## src/rtl/ex_result_stage.sv

```systemverilog
// EX->MEM result stage: captures ALU output and sideband into a 2-entry skid buffer
// and resolves conditional branches into a one-cycle fetch redirect.
//
// state | meaning
// EMPTY | no entries held; in_ready=1, out_valid=0
// ONE   | head entry valid; in_ready=1, out_valid=1
// FULL  | head and skid entries valid; in_ready=0, out_valid=1
module ex_result_stage #(
    parameter int XLEN = 32,
    parameter int RA_W = 5
) (
    input  logic            clk,
    input  logic            reset,
    input  logic            flush,
    input  logic            in_valid,
    output logic            in_ready,
    input  logic [XLEN-1:0] alu_result,
    input  logic            alu_zero,
    input  logic            alu_lt,
    input  logic            alu_gt,
    input  logic [2:0]      br_type,
    input  logic [XLEN-1:0] br_target,
    input  logic [XLEN-1:0] store_data,
    input  logic [RA_W-1:0] rd,
    input  logic            reg_write,
    input  logic            mem_read,
    input  logic            mem_write,
    output logic            out_valid,
    input  logic            out_ready,
    output logic [XLEN-1:0] out_result,
    output logic [XLEN-1:0] out_store_data,
    output logic [RA_W-1:0] out_rd,
    output logic            out_reg_write,
    output logic            out_mem_read,
    output logic            out_mem_write,
    output logic            redirect_valid,
    output logic [XLEN-1:0] redirect_pc
);

    typedef enum logic [1:0] {EMPTY, ONE, FULL} state_t;

    typedef struct packed {
        logic [XLEN-1:0] result;
        logic [XLEN-1:0] store_data;
        logic [RA_W-1:0] rd;
        logic            reg_write;
        logic            mem_read;
        logic            mem_write;
    } entry_t;

    state_t state, state_nxt;
    entry_t head, skid, in_entry;
    logic   in_ready_q;
    logic   accept, pop, taken;
    logic   load_head_in, load_head_skid, load_skid;

    assign in_entry = '{result: alu_result, store_data: store_data, rd: rd,
                        reg_write: reg_write, mem_read: mem_read, mem_write: mem_write};

    assign in_ready  = in_ready_q;
    assign out_valid = (state != EMPTY);
    assign accept    = in_valid & in_ready_q;
    assign pop       = out_valid & out_ready;

    // ALU runs SUB for branches; lt/gt are unreliable when the operands are equal.
    always_comb begin
        taken = 1'b0;
        case (br_type)
            3'd1:    taken = alu_zero;
            3'd2:    taken = ~alu_zero;
            3'd3:    taken = alu_lt & ~alu_zero;
            3'd4:    taken = alu_zero | alu_gt;
            3'd5:    taken = 1'b1;
            default: taken = 1'b0;
        endcase
    end

    always_comb begin
        state_nxt      = state;
        load_head_in   = 1'b0;
        load_head_skid = 1'b0;
        load_skid      = 1'b0;
        if (flush) begin
            state_nxt = EMPTY;
        end else begin
            case (state)
                EMPTY: begin
                    if (accept) begin
                        state_nxt    = ONE;
                        load_head_in = 1'b1;
                    end
                end
                ONE: begin
                    if (accept && pop) begin
                        load_head_in = 1'b1;
                    end else if (accept) begin
                        state_nxt = FULL;
                        load_skid = 1'b1;
                    end else if (pop) begin
                        state_nxt = EMPTY;
                    end
                end
                FULL: begin
                    if (pop) begin
                        state_nxt      = ONE;
                        load_head_skid = 1'b1;
                    end
                end
                default: state_nxt = EMPTY;
            endcase
        end
    end

    // in_ready comes from a register so it never depends on out_ready in the same cycle.
    always_ff @(posedge clk or posedge reset) begin
        if (reset) begin
            state      <= EMPTY;
            in_ready_q <= 1'b0;
        end else begin
            state      <= state_nxt;
            in_ready_q <= (state_nxt != FULL);
        end
    end

    always_ff @(posedge clk or posedge reset) begin
        if (reset) begin
            head <= '0;
            skid <= '0;
        end else begin
            if (load_head_in)
                head <= in_entry;
            else if (load_head_skid)
                head <= skid;
            if (load_skid)
                skid <= in_entry;
        end
    end

    always_ff @(posedge clk or posedge reset) begin
        if (reset) begin
            redirect_valid <= 1'b0;
            redirect_pc    <= '0;
        end else begin
            redirect_valid <= accept & taken & ~flush;
            if (accept && taken && !flush)
                redirect_pc <= br_target;
        end
    end

    assign out_result     = head.result;
    assign out_store_data = head.store_data;
    assign out_rd         = head.rd;
    assign out_reg_write  = head.reg_write;
    assign out_mem_read   = head.mem_read;
    assign out_mem_write  = head.mem_write;

endmodule
```

## config.mk

```make
export PLATFORM = sky130hd
export DESIGN_NAME = ex_result_stage
export DESIGN_NICKNAME = d
export VERILOG_FILES = /design/src/rtl/ex_result_stage.sv
export SDC_FILE = /design/constraint.sdc
export NUM_CORES = 1
export LEC_CHECK = 0
export CAP_MARGIN = 20
export CORE_MARGIN = 5
export CORE_UTILIZATION = 47
export CTS_CLUSTER_DIAMETER = 150
export DETAILED_ROUTE_END_ITERATION = 10
export PLACE_DENSITY = 0.8
export SYNTH_ARGS = -nofsm -noshare
export SYNTH_HDL_FRONTEND = slang
export SYNTH_SLANG_ARGS = --single-unit
```

## constraint.sdc

```tcl
create_clock -name clk -period 7.6 [get_ports clk]
set_input_delay 0.76 -clock clk [delete_from_list [all_inputs] [get_ports clk]]
set_output_delay 0.76 -clock clk [all_outputs]
set_load 0.02 [all_outputs]
```

# --- After elaboration in Yosys (flattened, before gate mapping) ---
# Cells that the tools add are included.
op_classes:
  bitwise_logic: 8
  n_reduce_logical: 7
  muxes: 20
  n_eq_ne: 8
ops:
  columns: ["operator", "count"]
  rows:
  - ["2-to-1 mux 72 bit", 2]
  - ["2-to-1 mux 2 bit", 6]
  - ["2-to-1 mux 1 bit", 9]
  - ["equality test 3 x 2 -> 1 bit, second input constant", 2]
  - ["equality test 3 bit, second input constant", 2]
  - ["case mux 2 bit (3 select lines)", 1]
  - ["AND 1 bit", 5]
  - ["case mux 1 bit (5 select lines)", 1]
  - ["nonzero test 2 bit", 2]
  - ["equality test 3 x 1 -> 1 bit, second input constant", 1]
  - ["logical AND 1 bit", 3]
  - ["equality test 2 x 1 -> 1 bit, second input constant", 1]
  - ["equality test 2 bit, second input constant", 1]
  - ["zero test 2 bit", 1]
  - ["inequality test 2 bit, second input constant", 1]
  - ["NOT 1 bit", 2]
  - ["case mux 1 bit (2 select lines)", 1]
  - ["zero test 1 bit", 1]
  - ["bitwise OR 1 bit", 1]
totals:
  input_bits: 115
  elab_cells: 59
  register_bits: 180
  out_inout_bits: 107

# --- Longest topological paths before layout ---
logic_depth:
  depth_word: 8
  depth_mapped: 5
  ltp_nobuf: 4

# --- Worst setup path after synthesis ---
# OpenSTA, ideal clock, no wires.
synth_path:
  path_type: "input-to-reg"
  from: "in br_type[0]"
  to: "reg redirect_pc[10]"
  path_buffers: 1
  t_arrival_ps: 2075
  slack_ps: 5397
  setup_time_ps: 128
  path_stages: 5
  cell_sequence: "nor3_1 or3_1 a211oi_2 buf_4 mux2_1"
synth_via:
  elab_chain_cells: 4
  elab_cells_between_ends: 8
  classes_between: "eq/ne (5); mux (1); reduce/logical (2)"
synth_rtl:
  columns: ["element", "line", "rtl"]
  rows:
  - ["from (decl)", "21", "input logic [2:0] br_type,"]
  - ["equality test 3 bit, or another cell as far along", "68", "case (br_type)"]
  - ["case mux 1 bit (5 select lines) (*)", "68", null]
  - ["logical AND 1 bit (*) (2 in a row)", "145", "if (accept && taken && !flush)"]
  - ["to (signal assigned)", "146", "redirect_pc <= br_target;"]
  - ["to (decl)", "37", "output logic [XLEN-1:0] redirect_pc"]
# Every way passes the cells marked *; elsewhere a longest branch is shown, timed or not.
# A chain may end at the register's enable or synchronous reset.

# --- Worst setup path after layout ---
layout_path:
  from: "in flush"
  to: "reg head (netlist bit out_result[11])"
layout_via:
  elab_chain_cells: 2
  elab_cells_between_ends: 4
  classes_between: "mux (3); reduce/logical (1)"
layout_rtl:
  columns: ["element", "line", "rtl"]
  rows:
  - ["from (decl)", "14", "input logic flush,"]
  - ["2-to-1 mux 1 bit", "83", "if (flush) begin"]
  - ["2-to-1 mux 72 bit / nonzero test 2 bit (equally long branches)", null, null]
  - ["to (signal assigned)", "131", "head <= in_entry;"]
  - ["to (signal assigned)", "133", "head <= skid;"]
  - ["to (decl)", "52", "entry_t head, skid, in_entry;"]
# Several ways; a longest one is shown, not always the timed one.

==> flow_summary_export.csv <==
group,metric,value,unit
run_status,status,"finished, final reports clean",
logic_synthesis,synth_ff_type,"dfrtp_1",
power,p_leak,4.325,nW
critical_path,slowest_delay,0.68,ns
logic_synthesis,yosys_warnings,0,
logic_synthesis,syn_area,7227,sq um
logic_synthesis,synth_edf_count,0,
global_routing,grt_usage,20.25,%
clock_tree,clockRootBuffer,"clkbuf_16",
logic_synthesis,avgSynthCellArea,14.90,sq um
logic_synthesis,ys_async_sr_fraction,100.0,%
clock_tree,path_clk_slew,0.07,ns
finish,layout_commonest_cell,"clkdlybuf4s50_1",
timing,hold_viol_final,0,
timing,fmax,308.6,MHz
clock_tree,cts-hold-fix-buffers,0,
global_routing,grt_pass1_wl,28840,microns
logic_synthesis,ys_ff_latch,180,
floorplan,start_util,47.72,%
timing,fin_setup_tns,0,ns
critical_path,cp_slowest_cell,"buf_4",
timing,fin_worst_skew,0.01348,ns
detailed_routing,vias_per_cell,5.474,
critical_path,crit_type,"primary input to flip-flop",
detailed_routing,drt_pass1_iterations,4,
timing,worst_pin_slew,0.9756,ns
floorplan,dieArea,17960,sq um
floorplan,core,15150,sq um
job,maxCapViolations,0,
critical_path,cp_max_fo,73,
finish,drive_above_1_share,16.99,%
critical_path,cp_top_family,"buffers and inverters",
timing,timing.slew.headroom,34.96,%
detailed_routing,num_vias,4932,
worst_hold_path,hold_path.startpoint,"redirect_pc[16]$_DFFE_PP0P_",
finish,ff_latch_area,4504,sq um
finish,syn_to_final_growth,40.53,%
clock_tree,cts_setup_buffers,0,
timing,finalCriticalPeriod,3.241,ns
floorplan,chipHeight,134,microns
logic_synthesis,synth.yosys.seq_area_share,62.33,%
critical_path,startpoint,"flush",
clock_tree,post_cts_resized,0,
clock_tree,clk_latency,0.43,ns
power,power_density,288.8,nW/um^2
placed_design,dp_hpwl,12080,microns
timing,timing.hold.ws,0.4843,ns
clock_tree,htreeDepth,4,
global_routing,grt_pass1_vias,5202,
global_routing,grt.overflow.total,0,
logic_synthesis,synth_cells,485,
timing,rsz0062_at_grt,"false",
finish,nets,814,
floorplan,die_x,134,microns
critical_path,startpoint_type,"primary input",
detailed_routing,finalWirelength,18120,microns
clock_tree,clkSinkCount,180,
detailed_routing,post_drt_wl_per_cell,20.11,microns
worst_hold_path,hold_path.class,"flip-flop to flip-flop",
detailed_routing,drc,0,
global_routing,antenna_found_initial,1,
logic_synthesis,synthDistinctLibCells,28,
placed_design,io_buffers,221,
critical_path,cp_common_cell,"buf_4",
clock_tree,numCtsBuffers,17,
finish,final_cell_mix,"221 x clkdlybuf4s50_1, 180 x dfrtp_1, 75 x mux2_2, 72 x and2_1, 72 x a221o_1",
critical_path,r2r-start,"state[0]$_DFF_PP0_",
floorplan,row_count,45,
timing,finalCritPeriodShare,42.64,%
critical_path,critPathBufInv,3,
floorplan,ios,222,
placed_design,gp_congestion,0.8165,
critical_path,end_kind,"flip-flop",
power,irDropWorstVdd,0.0001596,V
finish,nFillCells,1078,
power,total_power,2.933,mW
timing,maxSlewViolCount,0,
critical_path,crit_required,7.90,ns
clock_tree,cts_max_path_buffers,2,
critical_path,critical_path_arrival,3.54,ns
logic_synthesis,synth_nets,600,
critical_path,crit_path_cell_trace,"clkdlybuf4s50_1, nor4_4, buf_4, nor2_4, buf_4, a221o_1",
detailed_routing,ant_nets,0,
global_routing,grt_max_degree,96,
detailed_routing,drt-initial-drc-count,293,
clock_tree,cts_tree,"yes",
timing,setup_viol,0,
finish,multi_input_area,2525,sq um
layout make-up:
class | count | area share [%]
Antenna cell | 1 | 0.02464
Clock buffer | 18 | 4.324
Clock inverter | 14 | 1.503
Inverter | 2 | 0.1232
Multi-Input combinational cell | 270 | 24.86
Sequential cell | 180 | 44.35
Tap cell | 188 | 2.316
Timing Repair Buffer | 228 | 22.50
flip-flops by register name, summed over array words and instances (netlist names):
name	flops
redirect_pc	32
out_result	32
out_store_data	32
out_mem_write	1
state	2
redirect_valid	1
out_mem_read	1
in_ready	1
out_rd	5
skid	72
out_reg_write	1
power by group:
part,leakage (nW),switching (mW),internal (mW)
Sequential,2.21,0.124,1.19
Clock,0.280,0.381,0.497
Combinational,1.83,0.324,0.417
Total,4.33,0.829,2.10
final timing paths:
kind                                          endpoint  slack, ns  cells after the start
max                         out_result[11]$_DFFE_PP0P_       4.36                      6
min                        redirect_pc[16]$_DFFE_PP0P_       0.48                      1
max reg2reg                 out_result[11]$_DFFE_PP0P_       4.84                      6
min reg2reg                redirect_pc[16]$_DFFE_PP0P_       0.48                      1
max in group asynchronous          skid[8]$_DFFE_PP0P_       5.48                      4
min in group asynchronous         skid[11]$_DFFE_PP0P_       0.88                      2
metal layers:
layer | global-route usage (%) | vias up | share of wire, % | wire (microns)
li1 | - | 2220 | - | -
met1 | 27.60 | 2515 | 43 | 7878
met2 | 31.78 | 182 | 48 | 8787
met3 | 5.589 | 15 | 7.0 | 1265
met4 | 6.457 | 0 | 1.0 | 190
met5 | 0 | - | 0 | 0
metrics by stage:
stage                     setup WS (ns)  instances  cell area [sq um]  utilization [%]
after global routing              4.243        901              10160            67.05
after detailed placement          3.943        867               9534            62.95
after CTS                         4.387        899              10130            66.86
final                             4.359        901              10160            67.05
after floorplan                   1.953        485               7227                -
after global placement            4.015        867               9534            62.95
synthesized netlist by cell type, types with 2 or more instances:
| master | count | area share [%] |
|---|---|---|
| a221o_1 | 72 | 10 |
| and2_1 | 72 | 6.2 |
| buf_4 | 10 | 1.0 |
| buf_6 | 7 | 1.1 |
| clkbuf_1 | 15 | 0.78 |
| dfrtp_1 | 180 | 62 |
| inv_1 | 2 | 0.10 |
| mux2_1 | 29 | 4.5 |
| mux2_2 | 75 | 12 |
| nand2_1 | 2 | 0.10 |
| nand2b_1 | 2 | 0.17 |
| nor2_1 | 2 | 0.10 |
| nor2b_1 | 2 | 0.17 |
logic make-up after synthesis:
logic type / share of synthesized area, %
simple gates: 7.739
compound gates: 10.53
flops: 62.33
buf+inv: 3.082
mux: 16.20
xor+xnor: 0.1212
(Power assumes the default switching activity.)
